**src/rtl/urv_writeback.sv**
```systemverilog
// urv_writeback: writeback stage of the uRV pipeline.
// Registers ALU results for the register file, waits for data-memory
// responses on loads and performs byte/halfword lane extraction with
// sign or zero extension. The bypass port is a copy of the registered
// write port, so forwarding always sees exactly what is written.
// Optional feature: define URV_WB_LOAD_TIMEOUT_EN to abort loads that get
// no response within LOAD_TIMEOUT cycles (reported on w_load_fault_o).
module urv_writeback #(
  parameter int LOAD_TIMEOUT = 255
) (
  input  logic        clk_i,
  input  logic        rst_i,
  input  logic        d_stall_i,
  input  logic        x_valid_i,
  input  logic [4:0]  x_rd_i,
  input  logic [31:0] x_rd_value_i,
  input  logic        x_rd_write_i,
  input  logic        x_load_i,
  input  logic [2:0]  x_fun_i,
  input  logic [1:0]  x_dm_addr_i,
  input  logic [31:0] dm_data_l_i,
  input  logic        dm_load_done_i,
  output logic [4:0]  w_rd_o,
  output logic [31:0] w_rd_value_o,
  output logic        w_rd_store_o,
  output logic        w_bypass_rd_write_o,
  output logic [31:0] w_bypass_rd_value_o,
  output logic        w_stall_req_o,
  output logic        w_load_fault_o
);

  typedef enum logic [1:0] {
    S_IDLE      = 2'd0,
    S_WAIT_LOAD = 2'd1,
    S_LOAD_WB   = 2'd2
  } state_t;

  state_t      state_q, state_d;
  logic [4:0]  rd_q, rd_d;
  logic [31:0] value_q, value_d;
  logic        store_q, store_d;
  logic [4:0]  ld_rd_q, ld_rd_d;
  logic [2:0]  ld_fun_q, ld_fun_d;
  logic [1:0]  ld_addr_q, ld_addr_d;
  logic [31:0] ld_data_q, ld_data_d;
  logic        fault_q;
  logic        timeout_hit;
  logic [7:0]  lane_b;
  logic [15:0] lane_h;
  logic [31:0] ext_data;

`ifdef URV_WB_LOAD_TIMEOUT_EN
  logic [7:0] cnt_q, cnt_d;

  // Wait counter: zero outside WAIT_LOAD, so it starts from 0 on every entry.
  always_comb begin
    cnt_d = 8'd0;
    if (state_q == S_WAIT_LOAD) cnt_d = cnt_q + 8'd1;
  end

  // A done strobe in the same cycle as the limit takes priority over the abort.
  assign timeout_hit = (state_q == S_WAIT_LOAD) && !dm_load_done_i &&
                       (cnt_q == 8'(LOAD_TIMEOUT));

  // Wait counter register.
  always_ff @(posedge clk_i or posedge rst_i) begin
    if (rst_i) cnt_q <= 8'd0;
    else       cnt_q <= cnt_d;
  end
`else
  assign timeout_hit = 1'b0;
  wire [7:0] unused_load_timeout = 8'(LOAD_TIMEOUT);
`endif

  // Little-endian lane selection and extension of the returning load data.
  always_comb begin
    case (ld_addr_q)
      2'd0:    lane_b = dm_data_l_i[7:0];
      2'd1:    lane_b = dm_data_l_i[15:8];
      2'd2:    lane_b = dm_data_l_i[23:16];
      default: lane_b = dm_data_l_i[31:24];
    endcase
    // addr[0] is ignored for halfwords; misaligned accesses never get here.
    lane_h = ld_addr_q[1] ? dm_data_l_i[31:16] : dm_data_l_i[15:0];
    case (ld_fun_q)
      3'd0:    ext_data = {{24{lane_b[7]}}, lane_b};
      3'd4:    ext_data = {24'd0, lane_b};
      3'd1:    ext_data = {{16{lane_h[15]}}, lane_h};
      3'd5:    ext_data = {16'd0, lane_h};
      default: ext_data = dm_data_l_i;
    endcase
  end

  // Next-state and output-register logic; writes to x0 are never enabled.
  always_comb begin
    state_d   = state_q;
    rd_d      = rd_q;
    value_d   = value_q;
    store_d   = store_q;
    ld_rd_d   = ld_rd_q;
    ld_fun_d  = ld_fun_q;
    ld_addr_d = ld_addr_q;
    ld_data_d = ld_data_q;
    case (state_q)
      S_IDLE: begin
        if (!d_stall_i) begin
          store_d = 1'b0;
          if (x_valid_i && x_load_i) begin
            ld_rd_d   = x_rd_i;
            ld_fun_d  = x_fun_i;
            ld_addr_d = x_dm_addr_i;
            state_d   = S_WAIT_LOAD;
          end else if (x_valid_i && x_rd_write_i) begin
            rd_d    = x_rd_i;
            value_d = x_rd_value_i;
            store_d = (x_rd_i != 5'd0);
          end
        end
      end
      S_WAIT_LOAD: begin
        if (!d_stall_i) store_d = 1'b0;
        if (dm_load_done_i) begin
          ld_data_d = ext_data;
          state_d   = S_LOAD_WB;
        end else if (timeout_hit) begin
          state_d = S_IDLE;
        end
      end
      S_LOAD_WB: begin
        if (!d_stall_i) begin
          rd_d    = ld_rd_q;
          value_d = ld_data_q;
          store_d = (ld_rd_q != 5'd0);
          state_d = S_IDLE;
        end
      end
      default: state_d = S_IDLE;
    endcase
  end

  // State, output and load-capture registers.
  always_ff @(posedge clk_i or posedge rst_i) begin
    if (rst_i) begin
      state_q   <= S_IDLE;
      rd_q      <= 5'd0;
      value_q   <= 32'd0;
      store_q   <= 1'b0;
      ld_rd_q   <= 5'd0;
      ld_fun_q  <= 3'd0;
      ld_addr_q <= 2'd0;
      ld_data_q <= 32'd0;
      fault_q   <= 1'b0;
    end else begin
      state_q   <= state_d;
      rd_q      <= rd_d;
      value_q   <= value_d;
      store_q   <= store_d;
      ld_rd_q   <= ld_rd_d;
      ld_fun_q  <= ld_fun_d;
      ld_addr_q <= ld_addr_d;
      ld_data_q <= ld_data_d;
      fault_q   <= timeout_hit;
    end
  end

  assign w_rd_o              = rd_q;
  assign w_rd_value_o        = value_q;
  assign w_rd_store_o        = store_q;
  assign w_bypass_rd_write_o = store_q;
  assign w_bypass_rd_value_o = value_q;
  assign w_stall_req_o       = (state_q != S_IDLE);
  assign w_load_fault_o      = fault_q;

endmodule
```
**config.mk**
```make
export PLATFORM = sky130hd
export DESIGN_NAME = urv_writeback
export DESIGN_NICKNAME = d
export VERILOG_FILES = /design/src/rtl/urv_writeback.sv
export SDC_FILE = /design/constraint.sdc
export NUM_CORES = 1
export LEC_CHECK = 0
export ABC_AREA = 1
export BUFFER_PORTS_ARGS = -buffer_cell sky130_fd_sc_hd__buf_2
export CAP_MARGIN = 15
export CELL_PAD_IN_SITES_DETAIL_PLACEMENT = 1
export CELL_PAD_IN_SITES_GLOBAL_PLACEMENT = 1
export CORE_MARGIN = 1.5
export CORE_UTILIZATION = 37
export CTS_BUF_LIST = sky130_fd_sc_hd__clkbuf_8
export DETAILED_ROUTE_END_ITERATION = 6
export GPL_ROUTABILITY_DRIVEN = 0
export GPL_TIMING_DRIVEN = 0
export PLACE_DENSITY_LB_ADDON = 0.08
export SYNTH_ARGS = -nofsm -noshare
export SYNTH_HDL_FRONTEND = slang
export SYNTH_SLANG_ARGS = --single-unit
```
**constraint.sdc**
```tcl
create_clock -name clk_i -period 3.2 [get_ports clk_i]
set_input_delay 0.16 -clock clk_i [delete_from_list [all_inputs] [get_ports clk_i]]
set_output_delay 0.16 -clock clk_i [all_outputs]
set_load 0.005 [all_outputs]
```
Word level (Yosys, flattened, before mapping):

Cells that the tools add are included.

* add/sub/neg operators: 0
* $mul: 0
* divide/modulo/power cells: 0
* order comparisons: 0
* equality and inequality tests: 14
* shifts and indexed selects: 0
* multiplexer cells: 24
* bitwise operators: 1
* reduce and logical (&&, ||, !) cells: 15

Operators with widths (count)
* 2-to-1 mux 32 bit: 4
* case mux 32 bit (4 select lines): 1
* case mux 32 bit (2 select lines): 1
* case mux 8 bit (3 select lines): 1
* 2-to-1 mux 5 bit: 4
* 2-to-1 mux 16 bit: 1
* != test 2 bit, second input constant: 7
* case mux 5 bit (2 select lines): 1
* nonzero test 5 bit: 2
* 2-to-1 mux 2 bit: 4
* AND reduction 4 bit: 2
* == test 3 bit, second input constant: 2
* case mux 2 bit (3 select lines): 1
* 2-to-1 mux 1 bit: 5
* AND reduction 5 bit: 1
* == test 2 x 1 -> 1 bit, second input constant: 2
* == test 2 bit, second input constant: 2
* logical NOT 2 bit: 2
* nonzero test 2 bit: 2
* == test 3 x 1 -> 1 bit, second input constant: 1
* logical NOT 3 bit: 1
* case mux 1 bit (3 select lines): 1
* AND reduction 3 bit: 1
* nonzero test 3 bit: 1
* other kinds (3): 4

* bits in registers: 82
* latch bits: 0
* bits in writable memories: 0
* bits in read-only memories: 0
* input bits: 81
* output and inout port bits: 73
* word-level logic and storage cells: 62
* memories kept: 0

Longest topological paths before layout:

* depth after elaboration: 5
* depth in mapped cells: 11
* depth with buffers taken out: 8

Worst setup path before layout:

Ideal clock, no wire load.

* path kind: flip-flop to flip-flop
* from: register state_q[1]
* to: register ld_fun_q[2]
* setup time: 0.125 ns
* arrival time: 1.453 ns
* data required time: 3.075 ns
* path slack: 1.622 ns
* cell stages (with the launch flop): 6
* path buffers: 0
* period minus slack after synthesis: 1.578 ns
* cell sequence: dfrtp_1 inv_1 ha_1 nand3_1 nor2_2 mux2_2

* longest elaborated chain between the ends: 2

Ends and longest elaborated chain
* start: declaration: line 38 `state_t state_q, state_d;`
* start signal: assignment: line 154 `state_q <= state_d;`
* logical NOT 2 bit: line 104 `case (state_q)`
* AND reduction 3 bit (no line)
* end signal: assignment: line 159 `ld_fun_q <= ld_fun_d;`
* end: declaration: line 43 `logic [2:0] ld_fun_q, ld_fun_d;`

Every way passes these cells.
A chain may end at the register's enable or synchronous reset.

Final worst setup path:

* from: register state_q[1]
* to: register ld_data_q[15]

* longest elaborated chain between the ends: 2

Ends and longest elaborated chain
* == test 2 x 1 -> 1 bit: line 104
* AND reduction 2 bit (no line)
* end signal: assignment: line 161 `ld_data_q <= ld_data_d;`
* end: declaration: line 45 `logic [31:0] ld_data_q, ld_data_d;`

Every way passes these cells.

==> run summary <==
CTS buffer count -> 9
Power Density -> 971.0 nW/um2
die height -> 116.3 um
Power Total -> 5874 uW
non-filler cells, final -> 965
Via Count -> 4,559
CTS tree -> built
DRT iter0 DRCs -> 227
share of layout cells above drive strength 1 -> 0.3375
Tmin final -> 1.921 ns
outcome -> complete, no violations
dominant cell type by area after synthesis -> dfrtp_1
Max-Cap Viols -> 0
largest net degree at the start of global routing -> 54
Final HPWL DP -> 11,340 um
Starting Density -> 0.3777
reg2reg start -> state_q[1]
RSZ-0062 raised after global routing -> no
mean number of vias per cell -> 4.724
Synth Flop Type -> dfrtp_1
post-route setup TNS -> 0 ns
initial antenna violation count -> 0
I/O Pins -> 154
Final Hold Fails -> 0
Leak -> 0.003299 uW
r2r setup slk -> 1.28 ns
Synth-to-Final Area Change -> 27.44%
Row Count -> 41
vias in the first global route -> 4,647
share of Yosys cell area claimed by the top area cell type -> 0.4323
worst-case vdd ir drop -> 0.0003590 V
GRT Total Usage -> 0.2273
clock skew -> 0.009002 ns
clock sinks -> 82
mapped cell area -> 4747 um2
Hold Crit Class -> in -> reg
Max Slew Vio Count -> 0
EDFF count, synth -> 0
layout filler cell count -> 1,611
top cells by count, synth -> nand2_1 (155), inv_1 (93), dfrtp_1 (82)
Syn Area/Cell -> 7.681 um2
hold path endpoint -> ld_rd_q[4]
fmax -> 520.7 MHz
first-pass GRT wire length -> 23,470 um
worst path required time -> 3.46 ns
die footprint -> 13,520 um2
Hold Path Origin -> x_rd_i[4]
# DRC -> 0
hold depth -> 3
nets -> 872
drt pass-1 iters -> 4
Relative slew margins -> 0.6497
overflow left after global routing -> 0
crit share post-route -> 0.6002
CTS max path bufs -> 2
CP endpoint kind -> flip-flop
cts repair resizes -> 0
core region area -> 12,570 um2
Worst-Skew Late Latency -> 0.37 ns
WS Path Type -> reg -> reg
clock tree root buffer cell -> clkbuf_8
Synth Warn # -> 0
library cells used by synthesis -> 25
reg2reg path depth -> 8
Syn Nets -> 704
CTS H-Tree Depth -> 3
dpl cells -> 943
critical path arrival -> 2.18 ns
Startpoint Class -> flip-flop
flop and latch count out of synthesis -> 82
final setup fails -> 0
Die Wd -> 116.3 um
Final ANT Viol Nets -> 0
top cells by area, synth -> dfrtp_1 (43%), nand2_1 (12%), inv_1 (7.4%)
register area share after synthesis -> 0.4323
final WL -> 14,770 um
ys async rst share -> 1.000
DR WL/cell -> 15.30 um
worst r2r dst -> ld_data_q[15]
worst-path fanout max -> 10
I/O Buffers -> 152
count leader, synth -> nand2_1
cell count after synthesis -> 618
worst-margin pin slew -> 0.5235 ns
CTS clk-pin slew, worst paths -> 0.09 ns
[state kept, by name, indices dropped and copies added (netlist names)]
signal	flops
w_bypass_rd_value_o	32
state_q	2
ld_rd_q	5
w_bypass_rd_write_o	1
ld_addr_q	2
w_rd_o	5
ld_fun_q	3
ld_data_q	32
[placed cells by master, fill, tap and decap left out, drive strengths merged]
master / Yosys / layout
nand3: 31 / 31
diode: 0 / 2
bufinv: 0 / 3
a21oi: 45 / 45
nand2: 156 / 156
inv: 94 / 94
clkinvlp: 0 / 2
clkbuf: 8 / 18
o211ai: 3 / 3
nor2: 27 / 27
buf: 57 / 210
dfrtp: 82 / 82
mux2: 27 / 27
conb: 1 / 1
nand4: 1 / 1
dlygate4sd3: 0 / 4
clkinv: 0 / 1
or2: 10 / 10
ha: 5 / 5
o21ai: 64 / 64
nor3: 6 / 6
a31oi: 1 / 1
[worst max-delay path by stage]
| stage | from | endpoint | slack [ns] | cells after the start |
|---|---|---|---|---|
| finish | state_q[1] | ld_data_q[15] | 1.28 | 8 |
| global placement | rst_i | ld_fun_q[1] | -0.24 | 2 |
| global route | state_q[1] | w_bypass_rd_value_o[1] | 1.11 | 9 |
| detailed placement | state_q[1] | w_bypass_rd_value_o[1] | 1.30 | 9 |
| CTS | state_q[1] | w_bypass_rd_value_o[1] | 1.28 | 9 |
| floorplan | rst_i | ld_addr_q[0] | 0.93 | 1 |
[report_power, final]
part	switching, uW	internal (uW)	leakage [uW]
clock	431	541	0.000119
combinational	1650	1390	0.00219
sequential	314	1540	0.000989
[worst max-delay path, cell delays in order, from the launching register on]
cell	delay [ns]
dfrtp_1	0.41
inv_1	0.13
ha_1	0.21
nand2_1	0.26
inv_1	0.15
buf_2	0.23
o21ai_0	0.14
a31oi_1	0.20
a21oi_1	0.09
[area by class of cell]
class / count / area (um2) / area share
Sequential cell: 82 / 2052 / 0.3392
Multi-Input combinational cell: 377 / 1894 / 0.3131
Timing Repair Buffer: 157 / 828.3 / 0.1369
Buffer: 65 / 447.9 / 0.07404
Inverter: 94 / 355.3 / 0.05874
Tap cell: 172 / 215.2 / 0.03557
Clock buffer: 10 / 137.6 / 0.02275
Clock inverter: 6 / 113.9 / 0.01882
Antenna cell: 2 / 5.005 / 0.0008273
[timing repair]
action | CTS | global route
endpoints found under the hold margin | 31 | 1
hold buffers | 3 | 1
setup buffers | 0 | 0
[logic make-up after synthesis]
group           after synthesis  share of synthesized area
compound gates              113                     0.1218
mux                          27                    0.06405
other cells                   1                  0.0007900
simple gates                231                     0.1993
buf+inv                     159                     0.1687
flops                        82                     0.4323
fa+ha+maj                     5                    0.01318
[stage by stage]
step | hold slack, ns | worst slack (ns) | area [um2] | utilization
2_1_floorplan | 0.2810 | 0.9316 | 4747 | -
3_3_place_gp | 0.3772 | -0.2420 | 5723 | 0.4554
3_5_place_dp | 0.2037 | 1.296 | 5753 | 0.4577
4_1_cts | 0.001294 | 1.278 | 6035 | 0.4801
5_1_grt | 0.008503 | 1.115 | 6045 | 0.4809
6_report | 0.01430 | 1.279 | 6050 | 0.4813
[layer usage]
layer,vias to the layer above,wire length (um),track usage
met3,8,798,0.03996
met2,123,7194,0.3835
met4,0,102,0.05447
met1,2199,6671,0.3051
li1,2229,-,-
met5,-,0,0
No activity file was read; power rests on OpenSTA's default activity.
